===== src/rtl/refr_sched_1rw.sv =====
// Refresh scheduler for the 1RW multi-port mux.
// Accrues one refresh credit per REFP cycles, spends credits on idle cycles,
// forces a refresh (blocking primary traffic for one cycle) when credits
// reach MAXPEND, and keeps at least REFGAP cycles between refresh strobes.
// Optional statistics counters are enabled with `define REFR_SCHED_STAT_EN.
//
// Handshake: ready is a same-cycle qualifier for the primary strobes. When
// ready=0 the pread/pwrite request of that cycle is dropped (pread_o and
// pwrite_o are forced to 0); the requester must hold or retry until ready=1.
module refr_sched_1rw #(
    parameter int NUMRDPT = 1,
    parameter int NUMRWPT = 1,
    parameter int NUMWRPT = 2,
    parameter int REFP    = 64,
    parameter int MAXPEND = 8,
    parameter int BITPEND = 4,
    parameter int REFGAP  = 3
) (
    input  logic                       clk,
    input  logic                       rst,
    input  logic [NUMRDPT+NUMRWPT-1:0] pread,
    input  logic [NUMRWPT+NUMWRPT-1:0] pwrite,
    input  logic                       refr_dis,
    output logic [NUMRDPT+NUMRWPT-1:0] pread_o,
    output logic [NUMRWPT+NUMWRPT-1:0] pwrite_o,
    output logic                       ready,
    output logic                       prefr,
    output logic [BITPEND-1:0]         refr_pend,
`ifdef REFR_SCHED_STAT_EN
    input  logic                       stat_clr,
    output logic [15:0]                refr_cnt,
    output logic [15:0]                force_cnt,
`endif
    output logic                       refr_ovfl
);

    localparam int TW = (REFP > 2) ? $clog2(REFP) : 1;
    localparam int GW = (REFGAP > 1) ? $clog2(REFGAP) : 1;
    localparam logic [TW-1:0]      TIMER_LOAD = TW'(REFP - 1);
    localparam logic [GW-1:0]      GAP_LOAD   = GW'(REFGAP - 1);
    localparam logic [BITPEND-1:0] PEND_MAX   = BITPEND'(MAXPEND);

    typedef enum logic {
        S_IDLE = 1'b0,
        S_GAP  = 1'b1
    } gap_state_t;

    logic [TW-1:0]      timer;
    logic               tick;
    logic [BITPEND-1:0] pend;
    logic [GW-1:0]      gap;
    logic [GW-1:0]      gap_nxt;
    gap_state_t         state;
    gap_state_t         state_nxt;
    logic               idle;
    logic               elig;
    logic               force_c;

    assign tick = (timer == '0);

    // Scheduling decision and strobe gating; reset holds the block transparent.
    always_comb begin
        idle     = ~|pread & ~|pwrite;
        elig     = ~rst & ~refr_dis & (pend != '0) & (state == S_IDLE);
        force_c  = elig & (pend == PEND_MAX);
        prefr    = elig & (idle | force_c);
        ready    = ~(force_c & ~idle);
        pread_o  = pread & {(NUMRDPT+NUMRWPT){ready}};
        pwrite_o = pwrite & {(NUMRWPT+NUMWRPT){ready}};
    end

    assign refr_pend = pend;

    // Refresh interval timer: one tick every REFP cycles.
    always_ff @(posedge clk) begin
        if (rst) begin
            timer <= TIMER_LOAD;
        end else if (tick) begin
            timer <= TIMER_LOAD;
        end else begin
            timer <= timer - 1'b1;
        end
    end

    // Credit counter and sticky overflow flag.
    always_ff @(posedge clk) begin
        if (rst) begin
            pend      <= '0;
            refr_ovfl <= 1'b0;
        end else if (tick && !prefr) begin
            if (pend < PEND_MAX) begin
                pend <= pend + 1'b1;
            end else begin
                refr_ovfl <= 1'b1;
            end
        end else if (prefr && !tick) begin
            pend <= pend - 1'b1;
        end
    end

    // Gap FSM state register.
    always_ff @(posedge clk) begin
        if (rst) begin
            state <= S_IDLE;
            gap   <= '0;
        end else begin
            state <= state_nxt;
            gap   <= gap_nxt;
        end
    end

    // Gap FSM next state: after a refresh, hold off for REFGAP-1 cycles.
    always_comb begin
        state_nxt = state;
        gap_nxt   = gap;
        case (state)
            S_IDLE: begin
                if (prefr && (REFGAP > 1)) begin
                    gap_nxt   = GAP_LOAD;
                    state_nxt = S_GAP;
                end
            end
            S_GAP: begin
                if (gap <= GW'(1)) begin
                    gap_nxt   = '0;
                    state_nxt = S_IDLE;
                end else begin
                    gap_nxt = gap - 1'b1;
                end
            end
            default: begin
                gap_nxt   = '0;
                state_nxt = S_IDLE;
            end
        endcase
    end

`ifdef REFR_SCHED_STAT_EN
    // Saturating counts of all refreshes and of forced (traffic-blocking) ones.
    always_ff @(posedge clk) begin
        if (rst || stat_clr) begin
            refr_cnt  <= '0;
            force_cnt <= '0;
        end else begin
            if (prefr && (refr_cnt != 16'hFFFF)) begin
                refr_cnt <= refr_cnt + 16'd1;
            end
            if (force_c && !idle && (force_cnt != 16'hFFFF)) begin
                force_cnt <= force_cnt + 16'd1;
            end
        end
    end
`endif

endmodule


===== config.mk =====
export PLATFORM = sky130hd
export DESIGN_NAME = refr_sched_1rw
export DESIGN_NICKNAME = d
export VERILOG_FILES = /design/src/rtl/refr_sched_1rw.sv
export SDC_FILE = /design/constraint.sdc
export NUM_CORES = 1
export LEC_CHECK = 0
export CORE_UTILIZATION = 45
export CTS_CLUSTER_DIAMETER = 40
export DETAILED_ROUTE_END_ITERATION = 16
export GPL_TIMING_DRIVEN = 0
export PLACE_DENSITY = 0.74
export SLEW_MARGIN = 30
export SYNTH_ARGS = -nofsm -noshare
export SYNTH_HDL_FRONTEND = slang
export SYNTH_SLANG_ARGS = --single-unit

===== constraint.sdc =====
create_clock -name clk -period 3.32 [get_ports clk]
set_input_delay 0.332 -clock clk [delete_from_list [all_inputs] [get_ports clk]]
set_output_delay 0.332 -clock clk [all_outputs]
set_load 0.02 [all_outputs]

==> results.sh <==
export IMPL_status="finished clean"
export IMPL_worst_path_max_fanout=5
export IMPL_period_minus_slack_ns=3.07
export IMPL_dpl_cell_count=116
export IMPL_holdWs_ns=0.395
export IMPL_yosysTopAreaCellShare_pct=38.6
export IMPL_r2r_end="refr_pend[3]"
export IMPL_start_util_pct=48.3
export IMPL_grt_pass1_wl_mm=2.48
export IMPL_cts_tree="built"
export IMPL_ys_top_cells_by_area="dfxtp_1 (39%), ha_1 (6.9%), xor2_1 (6.0%)"
export IMPL_rows=14
export IMPL_synthCells=81
export IMPL_hold_buffers=0
export IMPL_seq_area_frac_synth_pct=38.6
export IMPL_wl_per_cell_um=11.9
export IMPL_r2r_start="refr_pend[0]"
export IMPL_cts_sinks=14
export IMPL_max_freq_mhz=326
export IMPL_hpwl_mm=1.15
export IMPL_nNetsFinal=118
export IMPL_antenna_cells=0
export IMPL_finalCritPeriodShare_pct=92.4
export IMPL_ir_drop_mv=0.293
export IMPL_drive_above_1_share_pct=8.74
export IMPL_cts_buffers=3
export IMPL_vias=612
export IMPL_syn_area_um2=727
export IMPL_final_setup_tns_ns=0
export IMPL_critPathMaxStageDelay_ns=0.55
export IMPL_drc_errors=0
export IMPL_critPathBufInv=1
export IMPL_r2r_slack_ns=0.47
export IMPL_fp_coreArea_um2=1510
export IMPL_crit_path_top_delay_cell="or4_4"
export IMPL_power_density_nw_per_um2=307
export IMPL_stdcell_count=119
export IMPL_syn_area_per_cell_um2=8.97
export IMPL_synth_ff_type="dfxtp_1"
export IMPL_hold_class="reg2reg"
export IMPL_path_cells="clkdlybuf4s50_1 > or4_4 > o31a_1 > or2_2 > nand2_1 > ha_1 > a21o_1 > a21oi_1 > xor2_1 > o41ai_1 > a21oi_1"
export IMPL_die_width_um=42.2
export IMPL_cp_end_kind="register"
export IMPL_overflow=0
export IMPL_leakage_nw=0.399
export IMPL_area_delta_synth_final_pct=32.7
export IMPL_grt_max_degree=11
export IMPL_root_buffer="clkbuf_4"
export IMPL_cp_depth=11
export IMPL_drt_iter0_drc=9
export IMPL_synth_cell_types=28
export IMPL_grt_pass1_vias=634
export IMPL_clock_skew_ns=0.00203
export IMPL_worst_skew_pair_late_latency_ns=0.27
export IMPL_post_synth_top_area_cell="dfxtp_1"
export IMPL_viasPerCell=5.14
export IMPL_hp_start="timer[0]"
export IMPL_wirelength_mm=1.41
export IMPL_critPathKind="in2reg"
export IMPL_rsz0062_at_grt="no"
export IMPL_timing_critical_path_max_delay_family="simple AND/OR/NAND/NOR gates"
export IMPL_p_total_mw=0.296
export IMPL_utilization_pct=64.0
export IMPL_grt_usage_pct=17.9
export IMPL_die_h_um=42.2
export IMPL_crit_top_cell="a21oi_1"
export IMPL_worst_pin_slew_ns=0.420
export IMPL_grt_antenna_before_repair=0
export IMPL_synth_async_reset_ratio_pct=0
export IMPL_crit_path_start="pread[0]"
export IMPL_synth_seq_cells=14
export IMPL_ioPinCount=20
export IMPL_cts_htree_levels=1
export IMPL_slew_headroom_pct=71.8
export IMPL_max_cap_violations=0
export IMPL_syn_num_nets=94
export IMPL_hold_viol_final=0
export IMPL_final_max_slew_viol_count=0
export IMPL_die_area_um2=1780
export IMPL_port_buffers=19
export IMPL_synthMostInstantiatedCell="dfxtp_1"
export IMPL_synth_edf_count=0
export IMPL_critPathCapture="refr_pend[3]"
export IMPL_cts_max_path_buffers=2
export IMPL_ant_nets=0
export IMPL_ys_warn_count=0
export IMPL_cp_data_required_time_ns=3.46
export IMPL_critPathLaunchType="input port"
export IMPL_setup_viol=0
export IMPL_clk_pin_slew_ns=0.08
export IMPL_drtPass1Iterations=3
export IMPL_worst_ep_arrival_time_ns=3.21
export IMPL_gp_congestion=0.742
export IMPL_ys_top_cells_by_count="dfxtp_1 (14), nor2_1 (10), nand2_1 (7)"
export IMPL_ff2ff_path_depth=10
-- placed cells by master (no fill, tap or decap), types with 2 or more instances in the layout --
master,n
clkdlybuf4s50_1,19
nor2_1,10
or3_1,3
dfxtp_1,14
clkbuf_4,3
xnor2_1,3
inv_1,5
nor3_1,2
a21oi_1,4
xor2_1,5
nand2_1,7
ha_1,4
nand2b_1,2
and2_1,4
mux2i_1,2
-- report_power, final --
part / total (mW) / internal [mW] / switching, mW
registers: 0.173 / 0.171 / 0.00187
clock network: 0.0908 / 0.0419 / 0.0489
logic: 0.0324 / 0.0183 / 0.0141
-- sequential cells by signal (all words and copies together), names as in the netlist --
register and cells:
gap 2, refr_ovfl 1, refr_pend 4, state 1
timer 6
-- how the worst min path moves through the flow --
| stage | slack [ns] | end | cells after the start |
|---|---|---|---|
| detailed placement | 0.38 | timer[0] | 1 |
| global placement | 0.38 | timer[0] | 1 |
| floorplan | 0.37 | timer[0] | 1 |
| global route | 0.42 | timer[0] | 1 |
| finish | 0.40 | timer[0] | 1 |
| CTS | 0.40 | timer[0] | 1 |
-- per-layer routing --
layer / wire [um] / vias to the layer above / global-route usage, %
met5: 0 / - / 0
met2: 715 / 9 / 33.5
met1: 642 / 284 / 20.6
met3: 56 / 0 / 6.47
met4: 0 / 0 / 0
li1: - / 319 / -
-- kinds of logic (layout without fill, tap and decap cells) --
group,after synthesis,after routing,synth area share (%)
AND/OR/NAND/NOR,36,36,27.0
flip-flops,14,14,38.6
AO/OA/AOI/OAI,10,10,9.30
XOR/XNOR,8,8,9.64
buffers and inverters,6,28,3.10
adder cells (fa/ha/maj),5,5,9.64
multiplexers,2,2,2.75
-- metrics by stage --
stage / setup WS, ns / instance area (um2)
3_3_place_gp: -0.00914 / 937
3_5_place_dp: -0.0454 / 937
4_1_cts: 0.234 / 960
6_report: 0.251 / 965
5_1_grt: 0.124 / 965
2_1_floorplan: 0.613 / 727
-- area by class of cell --
type	instances	area, um2
fill	135	542
multi-input combinational	61	429
sequential	14	280
timing repair buffer	19	190
clock buffer	3	22.5
tap	16	20.0
inverter	5	18.8
buffer	1	3.75
-- what timing repair did --
action                     CTS  global route
setup endpoints to repair    0             1
resized for setup            0             1
buffers inserted             0             0
Power figures use the tool's default switching activity.
